--- config.mk ---
export PLATFORM = sky130hd
export DESIGN_NAME = ring_stop
export DESIGN_NICKNAME = d
export VERILOG_FILES = /design/src/rtl/lotr_pkg.sv /design/src/rtl/ring_stop_fifo.sv /design/src/rtl/ring_stop.sv
export SDC_FILE = /design/constraint.sdc
export NUM_CORES = 1
export LEC_CHECK = 0
export ABC_CLOCK_PERIOD_IN_PS = 5300
export CORE_MARGIN = 2
export CORE_UTILIZATION = 53
export CTS_CLUSTER_DIAMETER = 80
export DETAILED_ROUTE_END_ITERATION = 7
export MAX_ROUTING_LAYER = met4
export PLACE_DENSITY = 0.79
export SYNTH_ARGS = -nofsm -noshare
export SYNTH_HDL_FRONTEND = slang
export SYNTH_HIERARCHICAL = 1
export SYNTH_SLANG_ARGS = --single-unit
--- constraint.sdc ---
create_clock -name QClk -period 5.3 [get_ports QClk]
set_input_delay 1.06 -clock QClk [delete_from_list [all_inputs] [get_ports QClk]]
set_output_delay 1.06 -clock QClk [all_outputs]
set_load 0.005 [all_outputs]
--- src/rtl/lotr_pkg.sv ---
// Shared LOTR ring types: opcodes, ring slot payload and local response entry.
package lotr_pkg;

  localparam int unsigned RING_ID_W        = 8;
  localparam int unsigned RING_REQUESTOR_W = 10;
  localparam int unsigned RING_THREAD_W    = RING_REQUESTOR_W - RING_ID_W;
  localparam int unsigned RING_ADDR_W      = 32;
  localparam int unsigned RING_DATA_W      = 32;

  typedef enum logic [1:0] {
    RD     = 2'd0,
    WR     = 2'd1,
    RD_RSP = 2'd2,
    WR_RSP = 2'd3
  } t_opcode;

  typedef struct packed {
    logic                        valid;
    logic [RING_REQUESTOR_W-1:0] requestor;
    t_opcode                     opcode;
    logic [RING_ADDR_W-1:0]      address;
    logic [RING_DATA_W-1:0]      data;
  } t_ring_slot;

  typedef struct packed {
    logic [RING_THREAD_W-1:0] thread;
    t_opcode                  opcode;
    logic [RING_ADDR_W-1:0]   address;
    logic [RING_DATA_W-1:0]   data;
  } t_lcl_rsp;

  // Ring requestor ID is the stop's CoreID with the issuing thread in the low bits.
  function automatic logic [RING_REQUESTOR_W-1:0] make_requestor(
    input logic [RING_ID_W-1:0]     core_id,
    input logic [RING_THREAD_W-1:0] thread
  );
    return {core_id, thread};
  endfunction

endpackage

--- src/rtl/ring_stop_fifo.sv ---
// Show-ahead synchronous FIFO; full/empty from occupancy, pushes on full and pops on empty ignored.
module ring_stop_fifo #(
  parameter int unsigned WIDTH = 8,
  parameter int unsigned DEPTH = 4
) (
  input  logic             clk,
  input  logic             rst_n,
  input  logic             push,
  input  logic [WIDTH-1:0] push_data,
  input  logic             pop,
  output logic [WIDTH-1:0] head_data,
  output logic             full,
  output logic             empty
);

  localparam int unsigned PTR_W = (DEPTH > 1) ? $clog2(DEPTH) : 1;
  localparam int unsigned CNT_W = $clog2(DEPTH + 1);

  logic [WIDTH-1:0] mem_q [DEPTH];
  logic [WIDTH-1:0] mem_d [DEPTH];
  logic [PTR_W-1:0] wr_ptr_q, wr_ptr_d, rd_ptr_q, rd_ptr_d;
  logic [CNT_W-1:0] count_q, count_d;
  logic             push_ok, pop_ok;

  assign empty     = (count_q == '0);
  assign full      = (count_q == CNT_W'(DEPTH));
  assign head_data = empty ? '0 : mem_q[rd_ptr_q];

  // Full/empty are start-of-cycle, so a same-cycle pop never makes room for a push.
  always_comb begin
    mem_d    = mem_q;
    wr_ptr_d = wr_ptr_q;
    rd_ptr_d = rd_ptr_q;
    push_ok  = push && !full;
    pop_ok   = pop && !empty;
    if (push_ok) begin
      mem_d[wr_ptr_q] = push_data;
      wr_ptr_d        = wr_ptr_q + PTR_W'(1);
    end
    if (pop_ok) begin
      rd_ptr_d = rd_ptr_q + PTR_W'(1);
    end
    count_d = count_q + CNT_W'(push_ok) - CNT_W'(pop_ok);
  end

  always_ff @(posedge clk or negedge rst_n) begin
    if (!rst_n) begin
      wr_ptr_q <= '0;
      rd_ptr_q <= '0;
      count_q  <= '0;
    end else begin
      wr_ptr_q <= wr_ptr_d;
      rd_ptr_q <= rd_ptr_d;
      count_q  <= count_d;
    end
  end

  // Storage needs no reset: the head is masked while empty.
  always_ff @(posedge clk) begin
    mem_q <= mem_d;
  end

endmodule

--- src/rtl/ring_stop.sv ---
// LOTR ring stop: re-registers both rings, injects local requests, captures own responses.
// Optional macro RING_STOP_ORPHAN_DROP_EN removes orphaned own requests and counts them in DropCnt.
module ring_stop
  import lotr_pkg::*;
#(
  parameter int unsigned REQ_DEPTH = 4,
  parameter int unsigned RSP_DEPTH = 4
) (
  input  logic                        QClk,
  input  logic                        RstQnnnL,
  input  logic [RING_ID_W-1:0]        CoreID,
  input  logic                        RingReqInValidQ500H,
  input  logic [RING_REQUESTOR_W-1:0] RingReqInRequestorQ500H,
  input  t_opcode                     RingReqInOpcodeQ500H,
  input  logic [RING_ADDR_W-1:0]      RingReqInAddressQ500H,
  input  logic [RING_DATA_W-1:0]      RingReqInDataQ500H,
  input  logic                        RingRspInValidQ500H,
  input  logic [RING_REQUESTOR_W-1:0] RingRspInRequestorQ500H,
  input  t_opcode                     RingRspInOpcodeQ500H,
  input  logic [RING_ADDR_W-1:0]      RingRspInAddressQ500H,
  input  logic [RING_DATA_W-1:0]      RingRspInDataQ500H,
  output logic                        RingReqOutValidQ501H,
  output logic [RING_REQUESTOR_W-1:0] RingReqOutRequestorQ501H,
  output t_opcode                     RingReqOutOpcodeQ501H,
  output logic [RING_ADDR_W-1:0]      RingReqOutAddressQ501H,
  output logic [RING_DATA_W-1:0]      RingReqOutDataQ501H,
  output logic                        RingRspOutValidQ501H,
  output logic [RING_REQUESTOR_W-1:0] RingRspOutRequestorQ501H,
  output t_opcode                     RingRspOutOpcodeQ501H,
  output logic [RING_ADDR_W-1:0]      RingRspOutAddressQ501H,
  output logic [RING_DATA_W-1:0]      RingRspOutDataQ501H,
  input  logic                        LclReqValid,
  output logic                        LclReqReady,
  input  logic [RING_THREAD_W-1:0]    LclReqThread,
  input  t_opcode                     LclReqOpcode,
  input  logic [RING_ADDR_W-1:0]      LclReqAddress,
  input  logic [RING_DATA_W-1:0]      LclReqData,
  output logic                        LclRspValid,
  input  logic                        LclRspReady,
  output logic [RING_THREAD_W-1:0]    LclRspThread,
  output t_opcode                     LclRspOpcode,
  output logic [RING_ADDR_W-1:0]      LclRspAddress,
  output logic [RING_DATA_W-1:0]      LclRspData,
  output logic [7:0]                  DropCnt
);

  localparam int unsigned SLOT_W = $bits(t_ring_slot);
  localparam int unsigned RSP_W  = $bits(t_lcl_rsp);

  t_ring_slot req_in, rsp_in, req_head, req_push_data;
  t_ring_slot req_out_d, req_out_q, rsp_out_d, rsp_out_q;
  t_lcl_rsp   rsp_head, rsp_push_data;
  logic       req_pop, req_full, req_empty, slot_busy;
  logic       rsp_push, rsp_full, rsp_empty;

  assign req_in = '{valid: RingReqInValidQ500H, requestor: RingReqInRequestorQ500H,
                    opcode: RingReqInOpcodeQ500H, address: RingReqInAddressQ500H,
                    data: RingReqInDataQ500H};
  assign rsp_in = '{valid: RingRspInValidQ500H, requestor: RingRspInRequestorQ500H,
                    opcode: RingRspInOpcodeQ500H, address: RingRspInAddressQ500H,
                    data: RingRspInDataQ500H};

  assign req_push_data = '{valid: 1'b1, requestor: make_requestor(CoreID, LclReqThread),
                           opcode: LclReqOpcode, address: LclReqAddress, data: LclReqData};
  assign LclReqReady   = !req_full;

  ring_stop_fifo #(.WIDTH(SLOT_W), .DEPTH(REQ_DEPTH)) u_req_fifo (
    .clk       (QClk),
    .rst_n     (RstQnnnL),
    .push      (LclReqValid),
    .push_data (req_push_data),
    .pop       (req_pop),
    .head_data (req_head),
    .full      (req_full),
    .empty     (req_empty)
  );

  assign rsp_push_data = '{thread: rsp_in.requestor[RING_THREAD_W-1:0], opcode: rsp_in.opcode,
                           address: rsp_in.address, data: rsp_in.data};

  ring_stop_fifo #(.WIDTH(RSP_W), .DEPTH(RSP_DEPTH)) u_rsp_fifo (
    .clk       (QClk),
    .rst_n     (RstQnnnL),
    .push      (rsp_push),
    .push_data (rsp_push_data),
    .pop       (LclRspReady),
    .head_data (rsp_head),
    .full      (rsp_full),
    .empty     (rsp_empty)
  );

  assign LclRspValid   = !rsp_empty;
  assign LclRspThread  = rsp_head.thread;
  assign LclRspOpcode  = rsp_head.opcode;
  assign LclRspAddress = rsp_head.address;
  assign LclRspData    = rsp_head.data;

`ifdef RING_STOP_ORPHAN_DROP_EN
  logic [7:0] drop_cnt_q, drop_cnt_d;
  logic       orphan;

  assign orphan = req_in.valid
               && (req_in.requestor[RING_REQUESTOR_W-1 -: RING_ID_W] == CoreID)
               && (req_in.opcode == RD || req_in.opcode == WR);
`endif

  // Request slot: orphan removal, then pass-through, then injection into an empty slot.
  always_comb begin
    req_out_d = '0;
    req_pop   = 1'b0;
    slot_busy = req_in.valid;
`ifdef RING_STOP_ORPHAN_DROP_EN
    drop_cnt_d = drop_cnt_q;
    if (orphan) begin
      slot_busy = 1'b0;
      if (drop_cnt_q != 8'hFF) drop_cnt_d = drop_cnt_q + 8'd1;
    end
`endif
    if (slot_busy) begin
      req_out_d = req_in;
    end else if (!req_empty) begin
      req_out_d = req_head;
      req_pop   = 1'b1;
    end
  end

  // Response slot: own responses captured unless the local queue is full, then they recirculate.
  always_comb begin
    rsp_out_d = '0;
    rsp_push  = 1'b0;
    if (rsp_in.valid) begin
      if ((rsp_in.requestor[RING_REQUESTOR_W-1 -: RING_ID_W] == CoreID) && !rsp_full) begin
        rsp_push = 1'b1;
      end else begin
        rsp_out_d = rsp_in;
      end
    end
  end

  always_ff @(posedge QClk or negedge RstQnnnL) begin
    if (!RstQnnnL) begin
      req_out_q <= '0;
      rsp_out_q <= '0;
    end else begin
      req_out_q <= req_out_d;
      rsp_out_q <= rsp_out_d;
    end
  end

`ifdef RING_STOP_ORPHAN_DROP_EN
  always_ff @(posedge QClk or negedge RstQnnnL) begin
    if (!RstQnnnL) drop_cnt_q <= '0;
    else           drop_cnt_q <= drop_cnt_d;
  end
  assign DropCnt = drop_cnt_q;
`else
  assign DropCnt = '0;
`endif

  assign RingReqOutValidQ501H     = req_out_q.valid;
  assign RingReqOutRequestorQ501H = req_out_q.requestor;
  assign RingReqOutOpcodeQ501H    = req_out_q.opcode;
  assign RingReqOutAddressQ501H   = req_out_q.address;
  assign RingReqOutDataQ501H      = req_out_q.data;
  assign RingRspOutValidQ501H     = rsp_out_q.valid;
  assign RingRspOutRequestorQ501H = rsp_out_q.requestor;
  assign RingRspOutOpcodeQ501H    = rsp_out_q.opcode;
  assign RingRspOutAddressQ501H   = rsp_out_q.address;
  assign RingRspOutDataQ501H      = rsp_out_q.data;

endmodule

-- Word level (Yosys, flattened, before mapping)
Index checks and enable logic that the tools add are counted.
Widths: inputs -> output; s select.
- order comparisons: 6
- multiplexer cells: 21
- bitwise logic cells: 4
- add/sub/neg operators: 8
- div/mod/pow operators: 0
- reductions and logical operators: 13
- shift operators: 0
- multiply operators: 0
- equality and inequality tests: 3
- operator list (operator ; number):
    $mux 77 ; 7
    $bwmux 308 ; 1
    $bwmux 272 ; 1
    $mux 68 ; 4
    $bmux 77 s2 ; 1
    $demux 77 s2 ; 1
    $bmux 68 s2 ; 1
    $demux 68 s2 ; 1
    $ge 3x3->1 const B ; 4
    $not 2->3 ; 4
    $add 2x1->2 const B ; 4
    $eq 8x8->1 ; 1
    $logic_and 1x1->1 ; 7
    $add 3x1->3 ; 2
    $eq 3x3->1 const B ; 2
    $logic_not 3->1 ; 2
    $lt 3x1->1 const B ; 2
    $sub 3x1->3 ; 2
    $logic_not 1->1 ; 4
    $mux 1 ; 4
- output and inout port bits: 232
- memories: 0
- bits of input ports: 234
- latch bits: 0
- RAM bits: 0
- flip-flop bits (word level): 748
- logic and storage cells: 79
- bits in read-only memories: 0

-- Logic depth before layout (Yosys ltp)
Gate-level depths: netlist of run 1.
- depth after elaboration: 8
- mapped depth: 14
- depth with buffers taken out: 12

-- Hierarchy
Netlist of run 1, hierarchy kept.
- modules (own cells, without submodules) (module ; area each (um2) ; sequential area each (um2) ; cells an instance ; instances):
    ring_stop_fifo at u_req_fifo ; 12026.5 ; 9424.0 ; 525 ; 1
    ring_stop_fifo at u_rsp_fifo ; 10759.1 ; 8343.0 ; 468 ; 1
    ring_stop ; 5599.1 ; 3853.7 ; 456 ; 1

-- Worst setup path before layout of run 1
No wires, ideal clock.
- path type: input-to-reg
- start: in CoreID[5]
- end: reg u_rsp_fifo/mem_q[0] (netlist name), enable pin
- library setup time: 0.433 ns
- data required time: 4.867 ns
- stages on the path: 6
- path slack: 0.870 ns
- buffers on the path: 1
- data arrival time: 3.997 ns
- cell sequence: xor2_1 a2111oi_4 buf_2 and3_1 nor2b_1 and2_1
- longest elaborated chain between the ends: 5
- ends and longest elaborated chain (item ; RTL line ; RTL):
    from (decl) ; ring_stop.sv:11 ; input logic [RING_ID_W-1:0] CoreID,
    $eq 8x8->1 ; ring_stop.sv:132 ; if ((rsp_in.requestor[RING_REQUESTOR_W-1 -: RING_ID_W] == CoreID) && !rsp_full) begin
    $logic_and 1x1->1 ; ring_stop.sv:132 ;
    $mux 1 ; ring_stop.sv:132 ;
    $mux 1 ; ring_stop.sv:131 ; if (rsp_in.valid) begin
    net rsp_push ; ring_stop.sv:54 ; logic rsp_push, rsp_full, rsp_empty;
    $logic_and 1x1->1 ; ring_stop_fifo.sv:34 ; push_ok = push && !full;
    to (signal assigned) ; ring_stop_fifo.sv:60 ; mem_q <= mem_d;
    to (decl) ; ring_stop_fifo.sv:19 ; logic [WIDTH-1:0] mem_q [DEPTH];
The timed path passes the listed nets, and every way through them passes these cells.
A chain may end at the register's enable or synchronous reset.

-- Final worst setup path of run 1
- start: reg u_rsp_fifo.rd_ptr_q[0]
- end: out LclRspData[30]
- longest elaborated chain between the ends: 5
- ends and longest elaborated chain (item ; RTL line ; RTL):
    from (decl) ; ring_stop_fifo.sv:21 ; logic [PTR_W-1:0] wr_ptr_q, wr_ptr_d, rd_ptr_q, rd_ptr_d;
    from (signal assigned) ; ring_stop_fifo.sv:53 ; rd_ptr_q <= rd_ptr_d;
    $not 2->3 (not written as such) ; ring_stop_fifo.sv:27 ; assign head_data = empty ? '0 : mem_q[rd_ptr_q];
    $bmux 68 s2 ; ring_stop_fifo.sv:27 ;
    $mux 68 (not written as such) (2 in a row) ; ring_stop_fifo.sv:27 ;
    $mux 68 ; ring_stop_fifo.sv:27 ;
    to (decl) ; ring_stop.sv:43 ; output logic [RING_DATA_W-1:0] LclRspData,
No other way between the ends. The select of a mux whose other input is x is not followed.

==> results of run 1 <==
stage by stage:
step / total power [W] / hold WS (ns)
floorplan: 0.0106 / 0.453
global placement: 0.0127 / 0.473
detailed placement: 0.0128 / 0.504
CTS: 0.0180 / 0.513
global route: 0.0186 / 0.524
finish: 0.0178 / 0.506
registers in the layout (all words and copies together) (netlist names), 3 cells and up:
signal	count
u_req_fifo/mem_q	308
u_rsp_fifo/mem_q	272
RingReqOutAddressQ501H	32
RingReqOutDataQ501H	32
RingRspOutAddressQ501H	32
RingRspOutDataQ501H	32
RingReqOutRequestorQ501H	10
RingRspOutRequestorQ501H	10
u_req_fifo/count_q	3
u_rsp_fifo/count_q	3
area by class of cell:
cell class	instances	area [um^2]
flip-flops and latches	748	21600
clock inverters	38	373
diodes	8	20.0
clock buffers	101	2060
fillers	3289	16800
inverters	20	75.1
repair buffers	484	4850
well taps	688	861
multi-input cells	590	6140
cell families (layout without fill, tap and decap cells):
kind of cell	after synthesis	in the layout	share of synthesized area, %
mux	147	147	11.6
compound gates	158	158	3.97
other cells	2	20	0.0265
flops	748	748	76.2
buf+inv	121	643	2.44
xor+xnor	15	15	0.463
simple gates	244	244	4.68
fa+ha+maj	14	14	0.670
how the worst max path moves through the flow:
| stage | startpoint | to | slack, ns | cells past startpoint |
|---|---|---|---|---|
| finish | u_rsp_fifo/rd_ptr_q[0] | LclRspData[30] | 1.12 | 4 |
| global route | u_rsp_fifo/rd_ptr_q[0] | LclRspData[30] | 0.91 | 4 |
| CTS | u_rsp_fifo/rd_ptr_q[0] | LclRspData[30] | 1.01 | 4 |
| detailed placement | RingRspInRequestorQ500H[3] | u_rsp_fifo/count_q[2] | 0.96 | 14 |
| global placement | RingRspInRequestorQ500H[3] | u_rsp_fifo/count_q[2] | 0.94 | 14 |
| floorplan | CoreID[5] | u_rsp_fifo/mem_q[0] | 0.87 | 6 |
critical path, cell delays in order, from the launching register on:
cell	delay (ns)
dfrtp_4	0.90
buf_4	0.39
mux4_2	0.54
and2_1	0.20
clkdlybuf4s50_1	0.46
layout by cell type, fill, tap and decap left out, drive strengths merged, types with 2 or more instances in the layout:
cell type,instances
conb,12
a22o,75
buf,29
nand2,78
or3,2
xor2,5
fa,2
ha,12
and2,155
bufinv,6
clkinv,24
a2111oi,2
dfrtp,168
nand3,3
a21oi,76
diode,8
clkinvlp,2
xnor2,10
nor3b,2
edfxtp,580
nor2b,2
clkdlybuf4s50,454
clkbuf,102
mux2,2
inv,26
mux4,145
layer usage:
layer	global-route usage, %	vias to the layer above	wire length, um
li1	-	6545	-
met5	-	-	0
met4	7.26	0	1360
met1	32.1	7828	25800
met3	5.69	80	5350
met2	37.2	685	31400
power groups by stage:
stage	logic (W)	clock network (W)	registers (W)
after global placement	0.00492	0	0.00778
after CTS	0.00503	0.00529	0.00772
after detailed placement	0.00498	0	0.00783
after global routing	0.00529	0.00552	0.00779
final	0.00495	0.00519	0.00769
after floorplan	0.00307	0	0.00750
==> flow_summary.ini, run 1 <==
[status]
status = finished clean

[floorplanning]
fp.dieH_um = 235
die_w_um = 235
coreArea_um2 = 52800
rows = 84
pin_count = 466
dieArea_um2 = 55400
start_util_pct = 53.8

[worst_setup_path]
cp_data_required_time_ns = 4.24
critical_path_class = flop to output pin
reg2reg_slack_ns = 1.86
reg2regPathDepth = 12
r2r-end = u_req_fifo/count_q[2]
cp-start-kind = flop
worstPathArrival_ns = 3.12
crit_fanout = 37
end_kind = output pin
r2r-start = u_req_fifo/count_q[1]

[timing]
finalSetupViolations = 0
worst_slew_pin_slew_ns = 1.18
final.setup.tns_ns = 0
final.min_clock_period_ns = 4.18
slew_headroom_pct = 21.2
period_share_pct = 78.9
slew_viol_final = 0
finalHoldViolations = 0
setup_ws_ns = 1.12
fmax_mhz = 239
grt_setup_unrepaired = false
skew_ns = 0.0225

[hold_path]
hold_path_end = u_rsp_fifo/count_q[2]
hp-class = flop to flop
hp-start = u_rsp_fifo/count_q[2]
whs_path_depth = 1

[final_layout]
syn_to_final_growth_pct = 26.8
nNetsFinal = 2167
fin_util_pct = 68.2
finalNonFillerCells = 2677
drive_above_1_share_pct = 15.4
fin_area_um2 = 36000

[route]
drcViolationCount = 0
vias_per_cell = 5.65
via_count = 15100
wl_mm = 63.9
antenna_left = 0
dr.first_iter.drc_count = 1253
wl_per_cell_um = 23.9
drtPass1Iterations = 5

[pwr]
p_sw_w = 0.00475
comb_power_share_pct = 27.8
peakVddDrop_uv = 450
p_leak_nw = 12.7
pwr-share-clk_pct = 29.1
p_seq_share_pct = 43.1
power_density_nw_per_um2 = 495
power.internal_w = 0.0131
netSwitchingFraction_pct = 26.6

[placement]
place_area_um2 = 33600
post-place-ws_ns = 0.959
place_inst = 2530
dp_hpwl_mm = 40.0
io_buffers = 457
place_congestion = 0.884

[clock_tree]
clk_pin_slew_ns = 0.06
cts-htree-levels = 3
post_cts_resized = 0
cts_tree = yes
clockBufferDepth = 3
clock_sinks = 748
clk_latency_ns = 0.61
cts_inserted_buffers = 75
cts_root_buf = clkbuf_16
post-cts-setup-buffers = 0
cts_hold_buf = 0

[logic_synthesis]
yosysWarningCount = 6
yosysTopAreaCell = edfxtp_1
synth_common_cells = 580 x edfxtp_1, 168 x dfrtp_1, 155 x and2_1
synth_area_per_cell_um2 = 19.6
ys_ff_latch = 748
synth_cell_type_count = 34
synth_top_area_share_pct = 61.4
yosysMostFrequentCell = edfxtp_1
synthTopCellsByArea = edfxtp_1 61%, dfrtp_1 15%, mux4_2 12%
yosysSeqAreaShare_pct = 76.2
synth_edf_count = 580
syn-cell-area_um2 = 28400
ys.flop_type = edfxtp_1
syn_inst = 1449
async_flop_share_pct = 22.5

[grt]
grt_max_degree = 83
overflow = 0
antenna_found_initial = 7
grt_pass1_wl_mm = 97.3
grt_pass1_vias = 15800
groute.usage.overall_pct = 24.0

[run]
maxCapViolCount = 0
Note: power is estimated with default switching activity, not from simulation.
==> run 2: changes to the inputs <==
ABC_CLOCK_PERIOD_IN_PS = 3800   (was 5300)
CORE_UTILIZATION = 48   (was 53)
PLACE_DENSITY = 0.76   (was 0.79)
clock period = 3.8 ns   (was 5.3 ns; I/O delays follow)
==> flow_summary.ini, run 2 (synthesis results as in run 1) <==
[status]
status = finished clean

[route]
wl_met1_mm = 25.4
wl_mm = 64.1
antenna_left = 0
dr.first_iter.drc_count = 948
drtPass1Iterations = 5
vias_per_cell = 5.34
met3WireLength_mm = 5.31
drcViolationCount = 0
via_count = 15000
wl_per_cell_um = 22.9
highest_layer = met4
routed-wl-met2_mm = 32.4

[grt]
grt_pass1_vias = 15900
groute.usage.overall_pct = 21.8
overflow = 0
antenna_found_initial = 11
grt_pass1_wl_mm = 96.4
grt_max_degree = 93

[timing]
hold_slack_ns = 0.193
final.min_clock_period_ns = 3.51
finalSetupViolations = 0
period_share_pct = 92.4
skew_ns = 0.0189
fmax_mhz = 285
worst_slew_pin_slew_ns = 0.906
slew_headroom_pct = 39.6
slew_viol_final = 0
grt_setup_unrepaired = false
finalHoldViolations = 0
final.setup.tns_ns = 0

[floorplanning]
start_util_pct = 48.4
pin_count = 466
fp.dieH_um = 247
rows = 89
coreArea_um2 = 58700
dieArea_um2 = 61100
die_w_um = 247

[pwr]
power_density_nw_per_um2 = 692
p_leak_nw = 13.0
peakVddDrop_uv = 462

[final_layout]
syn_to_final_growth_pct = 29.0
fin_util_pct = 62.4
layout_common_cells = 580 x edfxtp_1, 454 x clkdlybuf4s50_1, 164 x dfrtp_1, 147 x and2_1, 145 x mux4_2
final_common_cell = edfxtp_1
fin_area_um2 = 36600
drive_above_1_share_pct = 17.1
largest-register = u_req_fifo/mem_q
largest_reg_flops = 308
nNetsFinal = 2202
reg_top3 = u_req_fifo/mem_q: 308 flops, u_rsp_fifo/mem_q: 272 flops

[run]
maxCapViolCount = 0

[placement]
io_buffers = 457
place_area_um2 = 34000
dp_hpwl_mm = 40.9
place_congestion = 0.791

[clock_tree]
clk_latency_ns = 0.61
cts-htree-levels = 3
cts_hold_buf = 0
clock_sinks = 748
cts_root_buf = clkbuf_16
clockBufferDepth = 3
cts_tree = yes
clk_pin_slew_ns = 0.06
cts_inserted_buffers = 76

[worst_setup_path]
critical_path_class = flop to output pin
cp-start-kind = flop
end_kind = output pin
cp_data_required_time_ns = 3.04
crit_fanout = 18
worstPathArrival_ns = 2.75

[hold_path]
hp-class = primary input to asynchronous set/reset pin
-- run 2: through the flow --
step / setup WS (ns) / total power (W) / std cells
2_1_floorplan: 0.401 / 0.0147 / 1459
3_3_place_gp: 0.0125 / 0.0179 / 2648
3_5_place_dp: -0.0557 / 0.0180 / 2648
4_1_cts: 0.0372 / 0.0257 / 2788
5_1_grt: 0.127 / 0.0265 / 2799
6_report: 0.288 / 0.0253 / 2800
-- run 2: metal layers --
layer,track usage (%),up-vias
li1,-,6620
met2,35.6,561
met5,-,-
met4,5.37,0
met3,5.85,72
met1,27.5,7712
-- run 2: report_power, final --
group	switching (W)	total (W)	internal, W	leakage, nW
combinational	0.00308	0.00726	0.00418	4.40
clock	0.00304	0.00752	0.00448	1.25
sequential	0.000561	0.0106	0.00999	7.35
total	0.00669	0.0253	0.0187	13.0
-- run 2: repair_timing --
action / CTS / global route
endpoints found under the setup margin: 27 / 7
buffers inserted: 1 / 0
gates resized for setup: 0 / 1
-- run 2: worst max-delay path, cell delays in order (launching register included) --
cell and delay [ns]:
dfrtp_4 0.68, buf_4 0.30, mux4_2 0.54, and2_1 0.18, clkdlybuf4s50_1 0.46
-- run 2: cell type report --
cell class,instances,area [um^2]
timing repair buffer,518,5230
inverter,20,75.1
clock buffer,105,2150
multi-input combinational,590,6140
sequential,748,21600
antenna,12,30.0
fill,4001,22100
tap,773,967
clock inverter,34,397
-- run 2: path summary, 6_finish.rpt --
check / end / depth (start not counted) / start / slack, ns
worst max-delay path: LclRspAddress[28] / 4 / u_rsp_fifo/rd_ptr_q[0] / 0.29
worst min-delay path: RingRspOutDataQ501H[2] / 1 / RstQnnnL / 0.19
worst max register to register: u_rsp_fifo/count_q[2] / 11 / u_rsp_fifo/count_q[2] / 1.07
worst min register to register: u_rsp_fifo/count_q[2] / 1 / u_rsp_fifo/count_q[2] / 0.53
max in group asynchronous: RingReqOutDataQ501H[22] / 2 / RstQnnnL / 2.64
min in group QClk: u_rsp_fifo/count_q[2] / 1 / u_rsp_fifo/count_q[2] / 0.53
==> run 3: changes to the inputs <==
CELL_PAD_IN_SITES_DETAIL_PLACEMENT = 1   (was default)
CELL_PAD_IN_SITES_GLOBAL_PLACEMENT = 1   (was default)
CORE_UTILIZATION = 41   (was 48)
PLACE_DENSITY = default   (was 0.76)
PLACE_DENSITY_LB_ADDON = 0.1   (was default)
==> flow_summary.ini, run 3 (synthesis results as in run 1) <==
[floorplanning]
rows = 96
fp.dieH_um = 267
pin_count = 466
start_util_pct = 41.4
die_w_um = 267
dieArea_um2 = 71400
coreArea_um2 = 68600

[worst_setup_path]
reg2regPathDepth = 11
end_kind = output pin
cp_data_required_time_ns = 3.04
crit_fanout = 15
cp-start-kind = flop
r2r-end = u_req_fifo/count_q[2]
worstPathArrival_ns = 2.79
r2r-start = u_req_fifo/count_q[1]
critical_path_class = flop to output pin
reg2reg_slack_ns = 0.74

[placement]
place_congestion = 0.754
io_buffers = 457
post-place-ws_ns = 0.0517
dp_hpwl_mm = 45.3

[grt]
groute.usage.overall_pct = 20.5
grt_pass1_wl_mm = 105
grt_max_degree = 83
grt_pass1_vias = 16500
overflow = 0
antenna_found_initial = 12

[clock_tree]
cts_hold_buf = 0
clockBufferDepth = 3
cts-htree-levels = 3
clk_pin_slew_ns = 0.06
clk_latency_ns = 0.62
cts_inserted_buffers = 82
clock_sinks = 748
cts_tree = yes
cts_root_buf = clkbuf_16

[final_layout]
layout_common_cells = 580 x edfxtp_1, 454 x clkdlybuf4s50_1, 164 x dfrtp_1, 147 x and2_1, 145 x mux4_2
largest_reg_flops = 308
largest-register = u_req_fifo/mem_q
nNetsFinal = 2199
reg_top3 = u_req_fifo/mem_q: 308 flops, u_rsp_fifo/mem_q: 272 flops
drive_above_1_share_pct = 17.0
final_common_cell = edfxtp_1
syn_to_final_growth_pct = 30.5

[route]
via_count = 15000
antenna_left = 0
wl_mm = 70.0
dr.first_iter.drc_count = 699
vias_per_cell = 5.05
wl_per_cell_um = 23.7
drcViolationCount = 0
drtPass1Iterations = 5

[pwr]
p_leak_nw = 13.1
peakVddDrop_uv = 524
power_density_nw_per_um2 = 700
power_w = 0.0259

[timing]
slew_viol_final = 0
period_share_pct = 93.3
final.setup.tns_ns = 0
final.min_clock_period_ns = 3.55
grt_setup_unrepaired = false
skew_ns = 0.0239
slew_headroom_pct = 32.3
finalSetupViolations = 0
fmax_mhz = 282
finalHoldViolations = 0
worst_slew_pin_slew_ns = 1.02
setup_ws_ns = 0.255

[run]
maxCapViolCount = 0

[status]
status = finished clean

[hold_path]
hp-class = primary input to asynchronous set/reset pin
## run 3: cell types whose count changed in the layout (fill, tap and decap cells not counted), moves of 2 or more
cell / before / now
inv_6: 6 / 4
clkbuf_16: 79 / 85
clkinv_8: 2 / 0
clkbuf_8: 9 / 13
clkinv_2: 11 / 13
clkinv_1: 5 / 8
buf_4: 46 / 30
buf_12: 16 / 23
## run 3: routing by layer
metal	vias up	global-route usage, %	wire length, um
li1	6635	-	-
met1	7873	26.2	29300
met2	362	33.1	35200
met3	87	4.78	4060
met4	0	5.56	1460
met5	-	-	0
## run 3: critical path: stages (launching register included)
cell	delay (ns)
dfrtp_4	0.64
buf_4	0.32
mux4_2	0.53
and2_1	0.17
clkdlybuf4s50_1	0.50
## run 3: final cells by class
class / count / area, um^2
Clock buffer: 115 / 2360
Multi-Input combinational cell: 590 / 6140
Inverter: 20 / 75.1
Fill cell: 6163 / 31500
Tap cell: 931 / 1160
Timing Repair Buffer: 509 / 5250
Sequential cell: 748 / 21600
Clock inverter: 35 / 385
Antenna cell: 12 / 30.0
## run 3: per-stage QoR
step           instances  hold WS [ns]  instance area (um^2)  utilization [%]
2_1_floorplan       1459         0.453                 28400                -
3_3_place_gp        2798         0.479                 34300             50.0
3_5_place_dp        2798         0.493                 34300             50.0
4_1_cts             2948         0.222                 37000             54.0
5_1_grt             2960         0.258                 37000             54.0
6_report            2960         0.219                 37000             54.0
## run 3: report_power, final
part	switching [W]	internal (W)	total (W)	leakage (nW)
registers	0.000653	0.00999	0.0106	7.35
clock network	0.00315	0.00487	0.00802	1.35
logic	0.00308	0.00419	0.00726	4.37
total	0.00688	0.0191	0.0259	13.1
## run 3: how the worst max path moves through the flow
stage / start / endpoint
3_5_place_dp: CoreID[6] / u_rsp_fifo/count_q[2]
5_1_grt: u_rsp_fifo/rd_ptr_q[0] / LclRspData[10]
6_report: u_rsp_fifo/rd_ptr_q[0] / LclRspData[10]
2_1_floorplan: CoreID[5] / u_rsp_fifo/mem_q[0]
3_3_place_gp: RingRspInRequestorQ500H[8] / u_rsp_fifo/count_q[2]
4_1_cts: u_rsp_fifo/count_q[2] / LclRspData[12]
## run 3: repair_timing
action	in CTS	in global routing
setup buffers	0	0
resized for setup	0	1
endpoints found under the setup margin	0	1
